`config.mk`:
```
export PLATFORM = sky130hd
export DESIGN_NAME = slow_clk_monitor
export DESIGN_NICKNAME = d
export VERILOG_FILES = /design/src/rtl/slow_clk_mon_pkg.sv /design/src/rtl/sync_edge_det.sv /design/src/rtl/slow_clk_monitor.sv
export SDC_FILE = /design/constraint.sdc
export NUM_CORES = 1
export LEC_CHECK = 0
export ABC_AREA = 1
export CAP_MARGIN = 20
export CORE_MARGIN = 2
export CORE_UTILIZATION = 48
export CTS_BUF_LIST = sky130_fd_sc_hd__clkbuf_4 sky130_fd_sc_hd__clkbuf_8
export DETAILED_ROUTE_END_ITERATION = 10
export HOLD_SLACK_MARGIN = 0.12
export PLACE_DENSITY = 0.85
export SETUP_SLACK_MARGIN = 0.15
export SLEW_MARGIN = 0
export SYNTH_ARGS = -nofsm -noshare
export SYNTH_HDL_FRONTEND = slang
export SYNTH_SLANG_ARGS = --single-unit
```
`constraint.sdc`:
```
create_clock -name clk_in -period 1.71 [get_ports clk_in]
set_input_delay 0.342 -clock clk_in [delete_from_list [all_inputs] [get_ports clk_in]]
set_output_delay 0.342 -clock clk_in [all_outputs]
set_load 0.1 [all_outputs]
```
`src/rtl/slow_clk_mon_pkg.sv`:
```
// -----------------------------------------------------------------------------
// slow_clk_mon_pkg
// Shared types and constants for the slow clock monitor:
//   state_t   - monitor FSM encoding (IDLE=0, ACQ=1, LOCKED=2, LOST=3)
//   ERR_W     - width of the loss-of-lock event counter
//   AVG_DEPTH - number of periods in the optional moving average
//   sat_inc_err() - saturating increment for the error counter
// -----------------------------------------------------------------------------
package slow_clk_mon_pkg;

    typedef enum logic [1:0] {
        ST_IDLE   = 2'd0,
        ST_ACQ    = 2'd1,
        ST_LOCKED = 2'd2,
        ST_LOST   = 2'd3
    } state_t;

    localparam int ERR_W     = 8;
    localparam int AVG_DEPTH = 4;

    // Increment that sticks at all-ones instead of wrapping.
    function automatic logic [ERR_W-1:0] sat_inc_err(input logic [ERR_W-1:0] v);
        logic [ERR_W-1:0] r;
        if (v == {ERR_W{1'b1}}) begin
            r = v;
        end else begin
            r = v + {{(ERR_W-1){1'b0}}, 1'b1};
        end
        return r;
    endfunction

endpackage

```
`src/rtl/sync_edge_det.sv`:
```
// -----------------------------------------------------------------------------
// sync_edge_det
// Brings an asynchronous slow strobe into the clk domain through a two-flop
// synchroniser (s1, s2) and flags its rising edge using a delay flop (s3).
// Ports:
//   clk  - destination clock
//   rst  - asynchronous active-high reset
//   din  - asynchronous input strobe
//   rise - combinational s2 & ~s3, high for one clk cycle per rising edge
// Pulses shorter than two clk cycles (high or low) may be missed.
// -----------------------------------------------------------------------------
module sync_edge_det (
    input  logic clk,
    input  logic rst,
    input  logic din,
    output logic rise
);

    logic s1_r;
    logic s2_r;
    logic s3_r;

    // Synchroniser chain plus one delay stage for edge detection.
    always_ff @(posedge clk or posedge rst) begin
        if (rst) begin
            s1_r <= 1'b0;
            s2_r <= 1'b0;
            s3_r <= 1'b0;
        end else begin
            s1_r <= din;
            s2_r <= s1_r;
            s3_r <= s2_r;
        end
    end

    assign rise = s2_r & ~s3_r;

endmodule

```
`src/rtl/slow_clk_monitor.sv`:
```
// -----------------------------------------------------------------------------
// slow_clk_monitor
// Fast-domain receiver for a low-frequency clock/strobe. Measures the period
// between rising edges of mon_in in clk_in cycles, tracks lock against
// EXP_PERIOD +/- TOL and re-emits each edge as a one-cycle strobe.
// Ports:
//   clk_in     - fast system clock
//   rst        - asynchronous active-high reset
//   mon_in     - monitored slow clock (asynchronous)
//   edge_stb   - one-cycle pulse per detected rising edge
//   period_out - last measured period (saturates at 2^CNT_W-1)
//   period_vld - one-cycle pulse when period_out updates (with edge_stb)
//   period_avg - averaged period, or period_out when averaging is not built
//   locked     - high while in LOCKED (one cycle behind the state)
//   lost_stb   - one-cycle pulse on entry to LOST
//   err_cnt    - saturating count of LOCKED->LOST transitions
// Build option: define SLOW_CLK_MON_AVG_EN to build a 4-deep moving average
// on period_avg; otherwise period_avg mirrors period_out.
// -----------------------------------------------------------------------------
module slow_clk_monitor
    import slow_clk_mon_pkg::*;
#(
    parameter int CNT_W      = 10,
    parameter int EXP_PERIOD = 100,
    parameter int TOL        = 2,
    parameter int LOCK_N     = 4
) (
    input  logic             clk_in,
    input  logic             rst,
    input  logic             mon_in,
    output logic             edge_stb,
    output logic [CNT_W-1:0] period_out,
    output logic             period_vld,
    output logic [CNT_W-1:0] period_avg,
    output logic             locked,
    output logic             lost_stb,
    output logic [ERR_W-1:0] err_cnt
);

    localparam int GOOD_W = $clog2(LOCK_N + 1);

    localparam logic [CNT_W-1:0]  CNT_MAX   = {CNT_W{1'b1}};
    localparam logic [CNT_W:0]    LIM_LO    = (CNT_W+1)'(EXP_PERIOD - TOL);
    localparam logic [CNT_W:0]    LIM_HI    = (CNT_W+1)'(EXP_PERIOD + TOL);
    localparam logic [CNT_W-1:0]  TMO_CNT   = CNT_W'(EXP_PERIOD + TOL + 1);
    localparam logic [GOOD_W-1:0] GOOD_LOCK = GOOD_W'(LOCK_N);
    localparam logic [GOOD_W-1:0] GOOD_ONE  = GOOD_W'(1);

    logic              rise_s;
    logic [CNT_W-1:0]  cnt_r;
    logic              in_tol_s;
    logic              timeout_s;
    logic              meas_s;
    state_t            state_r;
    state_t            state_next;
    state_t            prev_state_r;
    logic [GOOD_W-1:0] good_cnt_r;
    logic [GOOD_W-1:0] good_next;
    logic [GOOD_W-1:0] good_inc_s;
    logic              err_inc_s;

    sync_edge_det u_sync (
        .clk  (clk_in),
        .rst  (rst),
        .din  (mon_in),
        .rise (rise_s)
    );

    // Comparison done one bit wider so the window limits cannot wrap.
    assign in_tol_s   = ({1'b0, cnt_r} >= LIM_LO) && ({1'b0, cnt_r} <= LIM_HI);
    // An edge arriving on the timeout count wins over the timeout.
    assign timeout_s  = (cnt_r == TMO_CNT) && !rise_s;
    // The very first edge after IDLE has no reference and is not a period.
    assign meas_s     = rise_s && (state_r != ST_IDLE);
    assign good_inc_s = good_cnt_r + GOOD_ONE;

    // Period counter: reload to 1 on each edge, saturate at all-ones.
    always_ff @(posedge clk_in or posedge rst) begin
        if (rst) begin
            cnt_r <= '0;
        end else if (rise_s) begin
            cnt_r <= {{(CNT_W-1){1'b0}}, 1'b1};
        end else if (cnt_r != CNT_MAX) begin
            cnt_r <= cnt_r + {{(CNT_W-1){1'b0}}, 1'b1};
        end else begin
            cnt_r <= cnt_r;
        end
    end

    // FSM state and good-period counter registers.
    always_ff @(posedge clk_in or posedge rst) begin
        if (rst) begin
            state_r      <= ST_IDLE;
            prev_state_r <= ST_IDLE;
            good_cnt_r   <= '0;
        end else begin
            state_r      <= state_next;
            prev_state_r <= state_r;
            good_cnt_r   <= good_next;
        end
    end

    // FSM next-state logic, evaluated on an edge or a timeout.
    always_comb begin
        state_next = state_r;
        good_next  = good_cnt_r;
        err_inc_s  = 1'b0;
        case (state_r)
            ST_IDLE: begin
                if (rise_s) begin
                    state_next = ST_ACQ;
                    good_next  = '0;
                end else begin
                    state_next = ST_IDLE;
                end
            end
            ST_ACQ: begin
                if (rise_s) begin
                    if (in_tol_s) begin
                        good_next = good_inc_s;
                        if (good_inc_s == GOOD_LOCK) begin
                            state_next = ST_LOCKED;
                        end else begin
                            state_next = ST_ACQ;
                        end
                    end else begin
                        good_next = '0;
                    end
                end else if (timeout_s) begin
                    state_next = ST_LOST;
                    good_next  = '0;
                end else begin
                    state_next = ST_ACQ;
                end
            end
            ST_LOCKED: begin
                if (rise_s) begin
                    if (in_tol_s) begin
                        state_next = ST_LOCKED;
                    end else begin
                        state_next = ST_LOST;
                        err_inc_s  = 1'b1;
                    end
                end else if (timeout_s) begin
                    state_next = ST_LOST;
                    err_inc_s  = 1'b1;
                end else begin
                    state_next = ST_LOCKED;
                end
            end
            ST_LOST: begin
                if (rise_s) begin
                    state_next = ST_ACQ;
                    good_next  = in_tol_s ? GOOD_ONE : '0;
                end else begin
                    state_next = ST_LOST;
                end
            end
            default: begin
                state_next = ST_IDLE;
                good_next  = '0;
            end
        endcase
    end

    // Registered strobes, measurement and status outputs.
    always_ff @(posedge clk_in or posedge rst) begin
        if (rst) begin
            edge_stb   <= 1'b0;
            period_vld <= 1'b0;
            period_out <= '0;
            locked     <= 1'b0;
            lost_stb   <= 1'b0;
            err_cnt    <= '0;
        end else begin
            edge_stb   <= rise_s;
            period_vld <= meas_s;
            if (meas_s) begin
                period_out <= cnt_r;
            end else begin
                period_out <= period_out;
            end
            locked   <= (state_r == ST_LOCKED);
            // First cycle in LOST only, so a timeout inside LOST stays silent.
            lost_stb <= (state_r == ST_LOST) && (prev_state_r != ST_LOST);
            if (err_inc_s) begin
                err_cnt <= sat_inc_err(err_cnt);
            end else begin
                err_cnt <= err_cnt;
            end
        end
    end

`ifdef SLOW_CLK_MON_AVG_EN
    localparam int FILL_W = $clog2(AVG_DEPTH + 1);
    localparam logic [FILL_W-1:0] FILL_FULL = FILL_W'(AVG_DEPTH);
    localparam logic [FILL_W-1:0] FILL_ONE  = FILL_W'(1);

    logic [CNT_W-1:0]  hist_r [AVG_DEPTH];
    logic [CNT_W+1:0]  sum_r;
    logic [CNT_W+1:0]  sum_next;
    logic [FILL_W-1:0] fill_r;
    logic [FILL_W-1:0] fill_next;
    logic [CNT_W-1:0]  avg_r;

    // Running sum: add the newest period, drop the oldest (zero while filling).
    always_comb begin
        sum_next  = sum_r + {2'b00, period_out} - {2'b00, hist_r[AVG_DEPTH-1]};
        fill_next = (fill_r == FILL_FULL) ? fill_r : (fill_r + FILL_ONE);
    end

    // History and average; held cleared while in IDLE or LOST.
    always_ff @(posedge clk_in or posedge rst) begin
        if (rst) begin
            for (int i = 0; i < AVG_DEPTH; i++) begin
                hist_r[i] <= '0;
            end
            sum_r  <= '0;
            fill_r <= '0;
            avg_r  <= '0;
        end else if ((state_r == ST_IDLE) || (state_r == ST_LOST)) begin
            for (int i = 0; i < AVG_DEPTH; i++) begin
                hist_r[i] <= '0;
            end
            sum_r  <= '0;
            fill_r <= '0;
            avg_r  <= '0;
        end else if (period_vld) begin
            hist_r[0] <= period_out;
            for (int i = 1; i < AVG_DEPTH; i++) begin
                hist_r[i] <= hist_r[i-1];
            end
            sum_r  <= sum_next;
            fill_r <= fill_next;
            avg_r  <= (fill_next == FILL_FULL) ? sum_next[CNT_W+1:2] : '0;
        end else begin
            sum_r  <= sum_r;
            fill_r <= fill_r;
            avg_r  <= avg_r;
        end
    end

    assign period_avg = avg_r;
`else
    assign period_avg = period_out;
`endif

endmodule

```
==> run metrics <==
outcome=completed; CP arrival=1760 ps; crit start category=flip-flop; sequential share of the synthesized area=48.3%; Synth top area share=48.3%; clk_lat worst skew=300 ps; GRT overflow=0; sw frac=40.8%; Final Hold Viols=0; Post-Synthesis Cells=between 200 and 300; H-tree depth=2; most common cell after layout, fill and taps aside=nand2_1; die height=71.3 um; Mean Syn Cell Area=8.50 sq um; first-pass GRT wire length=7.41 mm; via count=1847; Setup crit end kind=flip-flop; max-slew violations=0; slowest CP cell=dfrtp_1; Max Fanout on Critical Path=8; port bufs=34; Synthesized Nets=roughly 260; worst hold path class=flip-flop to flip-flop; routed length per instance=13.4 um; I/O pin total=35; power per cell area=approximately 1100 mW/mm^2; DIE AREA=around 0.005 sq mm; Area Growth Syn to Fin=43.5%; Antenna Cells=0; cell taking the most area after synthesis=dfrtp_1; # nets final=305; maximum clock insertion buffer count=2; post-synthesis register bit count=42; maximum vdd drop=776 uV; CP top delay family=simple AND/OR/NAND/NOR gates; Cell variety after synth=32; number of max-cap violations=0; fin crit period=~1600 ps; CTS tree=done; DR iter-0 viols=115; Total GRT Usage=a little under a fifth; Initial Util=50.0%; cell mode on critical path=nand2_1; fmax=0.641 GHz; sequential cell area=0.00108 sq mm; vias in the first global route=about 1.7k; Setup Skew=5.94 ps; final worst slack=150 ps; ys flop type=dfrtp_1; Clock Power Share=23.4%; DP Wirelength=3.23 mm; combinational cell fraction of total power=40.0%; # DRC=0; Synth Cell Area=0.00218 sq mm; asr flop ratio synth=100%; worst path bufs/invs=0; Int Pwr=0.00204 W; core area=0.00435 sq mm; Multi-input gate area=985 sq um; RSZ-0062 raised after global routing=true; fin crit share=91.2%; 1st-pass router iterations=4; Fillers=between 200 and 300; crit-path cells=nor2_2, nand2_1, nor2_1, nand4_2, nand4_1, nand2_1; Max transition margin=~77%; Worst-Margin Slew=345 ps; EDFF count, synth=0; Required @ worst endpoint=about 1900 ps; Yosys Warn Count=0; proportion of layout cells with a drive suffix above 1=~34%; Lkg Pwr=between 1 and 1.5 nW; pre-CTS setup slack=between 100 and 150 ps; root buffer cell=clkbuf_8; CTS Buf Count=5; antenna violations before repair=0; Worst-path clk slew=80 ps; setup violators final=0; commonest non-fill, non-tap cells in the layout=nand2_1 (71), buf_12 (33), inv_1 (27); top area cells in the synthesized netlist=dfrtp_1 (48%), nand2_1 (13%), inv_1 (4.7%); Worst path max stage delay=450 ps; Clock Sinks=42; FP Rows=24; Seq pwr share=a little over a third; DIE WIDTH=just over 70 um; total negative slack=0 ps; DRT Wirelength=4.70 mm; type of the worst setup path=flip-flop to flip-flop; via/cell ratio=between 5 and 6; post-route ant nets=0; largest net degree at the start of global routing=43; switching power=0.00140 W; routability congestion estimate=0.918
## flip-flops by register name, indices dropped and copies added, names as in the netlist
name,flops
u_sync.s1_r,1
cnt_r,10
locked,1
lost_stb,1
state_r,2
prev_state_r,2
edge_stb,1
period_avg,10
u_sync.s2_r,1
good_cnt_r,3
period_vld,1
u_sync.s3_r,1
err_cnt,8
## stage by stage
step | util (%) | total power [W] | area (sq um) | instances | hold slack, ps
after floorplan | - | 0.00214 | 2210 | 256 | 331
after global placement | 65.9 | 0.00255 | 2870 | 332 | 333
after detailed placement | 65.9 | 0.00258 | 2870 | 332 | 336
after CTS | 69.1 | 0.00338 | 3010 | 342 | 352
after global routing | 71.7 | 0.00356 | 3120 | 350 | 361
final | 71.7 | 0.00343 | 3120 | 350 | 349
## metal layers
layer  wire length, um  GRT usage [%]  up-vias  part of all wire, %
met4               135           9.64        0                  2.9
met5                 0              0        -                    0
li1                  -              -      899                    -
met1              1920           21.6      878                   41
met3               225           4.50       13                  4.8
met2              2430           31.6       57                   52
## what timing repair did
item / 4_1_cts / 5_1_grt
cloned: 0 / 1
gates resized for setup: 3 / 14
hold buffers: 0 / 0
setup endpoints to repair: 12 / 19
buffers inserted: 2 / 7
pin swaps: 1 / 8
## synth_stat cells, types with 2 or more instances
cell type	number
o21ai_1	8
nand3_2	5
xor2_1	3
a21oi_1	4
nor2_1	18
xnor2_1	2
dfrtp_1	42
nor2_4	2
nand4_1	10
buf_2	2
o31ai_1	2
buf_4	10
nor2_2	2
nor3_1	2
o21ai_0	14
inv_1	27
nand3_1	7
nand2_1	75
nand2_2	2
inv_2	3
ha_1	5
## power groups by stage
stage                     clock network [W]  registers, W  logic [W]
after floorplan                           0       0.00155   0.000588
after global placement                    0       0.00127    0.00128
after detailed placement                  0       0.00128    0.00130
after CTS                          0.000812       0.00126    0.00132
after global routing               0.000852       0.00127    0.00143
final                              0.000804       0.00126    0.00137
## kinds of logic (layout without fill, tap and decap cells)
| logic type | after synthesis | in the layout | synth area share, % |
|---|---|---|---|
| AO/OA/AOI/OAI | 33 | 34 | 8.80 |
| adder cells (fa/ha/maj) | 5 | 5 | 2.88 |
| flip-flops | 42 | 42 | 48.3 |
| XOR/XNOR | 5 | 5 | 2.01 |
| AND/OR/NAND/NOR | 128 | 128 | 28.4 |
| buffers and inverters | 43 | 84 | 9.60 |
## final timing paths
kind,startpoint,endpoint,slack (ps),cells after the start
hold reg to reg,u_sync.s1_r$_DFF_PP0_,u_sync.s2_r$_DFF_PP0_,350,0
setup reg to reg,cnt_r[9]$_DFFE_PP0P_,err_cnt[0]$_DFFE_PP0P_,150,6
hold / removal,u_sync.s1_r$_DFF_PP0_,u_sync.s2_r$_DFF_PP0_,350,0
setup / recovery,cnt_r[9]$_DFFE_PP0P_,err_cnt[0]$_DFFE_PP0P_,150,6
min in group asynchronous,rst,err_cnt[0]$_DFFE_PP0P_,390,3
max in group asynchronous,rst,period_avg[9]$_DFFE_PP0P_,1110,3
## layout make-up
type | count | area share [%]
multi-input cells | 172 | 31.5
flip-flops and latches | 42 | 34.7
repair buffers | 46 | 24.4
clock buffers | 7 | 2.69
inverters | 30 | 3.61
clock inverters | 1 | 0.962
well taps | 52 | 2.08
Power figures use the tool's default switching activity.
==> RTL edit: new RTL, config.mk and constraints unchanged <==
The option `SLOW_CLK_MON_AVG_EN` is turned on by a define.
--- a/src/rtl/slow_clk_monitor.sv
+++ b/src/rtl/slow_clk_monitor.sv
@@ -17,6 +17,8 @@
 // Build option: define SLOW_CLK_MON_AVG_EN to build a 4-deep moving average
 // on period_avg; otherwise period_avg mirrors period_out.
 // -----------------------------------------------------------------------------
+`define SLOW_CLK_MON_AVG_EN
+
 module slow_clk_monitor
     import slow_clk_mon_pkg::*;
 #(
Formal check against the unedited RTL: not equivalent (Yosys sat finds a counterexample within 10 cycles, from zero or initial values and one cycle with rst high).
==> RTL edit against the unedited design <==
  * The flow now finishes with violations (negative setup slack)
  * Cell area rose to 2.5 times the old value
  * Sequential cell count is 65 higher
  * First-iteration DRC count grew to 3.6 times the old value
  * Fmax shrank 28%
  * Routed wire length grew to 3.3 times the old value
  * Clock skew rose by 0.011 ns
  * Non-clock buffer count rose by 60
  * Synthesized area increased to 2.5 times the old value
  * Worst setup slack worse by 0.61 ns
  * Power rose to 4.5 times the old value
  * Critical path type unchanged
  * Largest cell class is now multi-input gates
  * Largest power group unchanged
  * Highest routed layer unchanged
==> RTL edit: results (changes against the unedited design) <==
cts:
  htreeDepth: 3  # +1
  clk_pin_slew_ns: 0.10  # +0.02 ns
routing:
  wl_per_cell_um: 17.7  # +32%
  vias: 4873  # +160%
grt:
  grt_pass1_vias: 4818  # +180%
  grtUsageMet3_pct: 3.44  # -1.1 points
  gr-usage-all-layers_pct: 22.1  # +3.5 points
  grt_max_degree: 66  # +53%
  grt_first_pass_wirelength_um: 22500  # +200%
sta:
  worst_slack_ns: -0.463  # -0.613 ns
  setup_viol: 20  # +20
  hold_slack_ns: 0.362  # +0.0126 ns
status:
  status: "complete, but fails checks"
  violations: "negative setup slack"
worst_setup_path:
  cp_slowest_stage_delay_ns: 0.60  # +0.15 ns
  path_max_fanout: 4  # -4
  worstPathArrival_ns: 2.48  # +0.72 ns
  slowest_stage: "fa_2"
  r2r_end: "sum_r[5]"
  ff2ff_path_depth: 11  # +5
logic_synthesis:
  syn_nets: 664  # +150%
  yosys.cell_types.count: 39  # +22%
place:
  place_ws_ns: -0.453  # -0.571 ns
  place_congestion: 0.866  # -5.6%
power_and_ir_drop:
  ir_drop_mv: 1.25  # +62%
  power_leakage_nw: 3.69  # +160%
RTL edit: power groups by stage:
stage               Clock (mW)  Sequential (mW)  Combinational (mW)
floorplan                    0             3.69                4.83
global placement             0             3.09                7.34
detailed placement           0             3.11                7.58
CTS                       1.78             3.07                8.39
global route              1.89             3.14                11.3
finish                    1.77             3.11                10.6
RTL edit: cells by family after synthesis:
kind of cell               synth area share, %
xor gates and xnor gates                  2.06
buffers and inverters                     9.57
and+or+nand+nor                           21.2
adders and majority gates                 8.84
AOI/OAI and AO/OA                         9.82
DFF                                       48.5
RTL edit: timing repair:
action,4_1_cts,5_1_grt
setup buffers,7,25
hold buffers,0,0
resized for setup,43,120
setup endpoints to repair,36,74
cloned,1,1
endpoints found under the hold margin,0,0
pin swaps,22,60
RTL edit: how the worst max path moves through the flow:
stage               cells after the start       endpoint           from
floorplan                              11       sum_r[7]  period_out[1]
global placement                       11  period_avg[3]       sum_r[1]
detailed placement                     13       sum_r[8]      hist_r[0]
CTS                                    13       sum_r[7]       sum_r[4]
global route                           12      sum_r[10]       sum_r[2]
finish                                 11       sum_r[5]       sum_r[1]
RTL edit: cell type report:
cell class                 instances  area, sq um  area share [%]
sequential                       107         2700            34.2
tap                              143          179            2.27
multi-input combinational        384         2990            37.8
timing repair inverter             1         6.26          0.0792
inverter                         124          482            6.10
clock inverter                     4         73.8           0.935
timing repair buffer             106         1310            16.6
clock buffer                      12          153            1.93
RTL edit: metal layers:
metal  wire (um)  share of wire [%]
met3         708                4.5
met1        6090                 39
met5           0                  0
met2        8420                 54
met4         404                2.6
RTL edit: per-stage QoR:
step	power, mW	setup TNS (ns)	area (sq um)
after CTS	13.2	-6.69	7280
after detailed placement	10.7	-6.54	6840
after floorplan	8.52	-10.51	5710
final	15.5	-7.63	7900
after global placement	10.4	-5.57	6840
after global routing	16.3	-9.35	7900
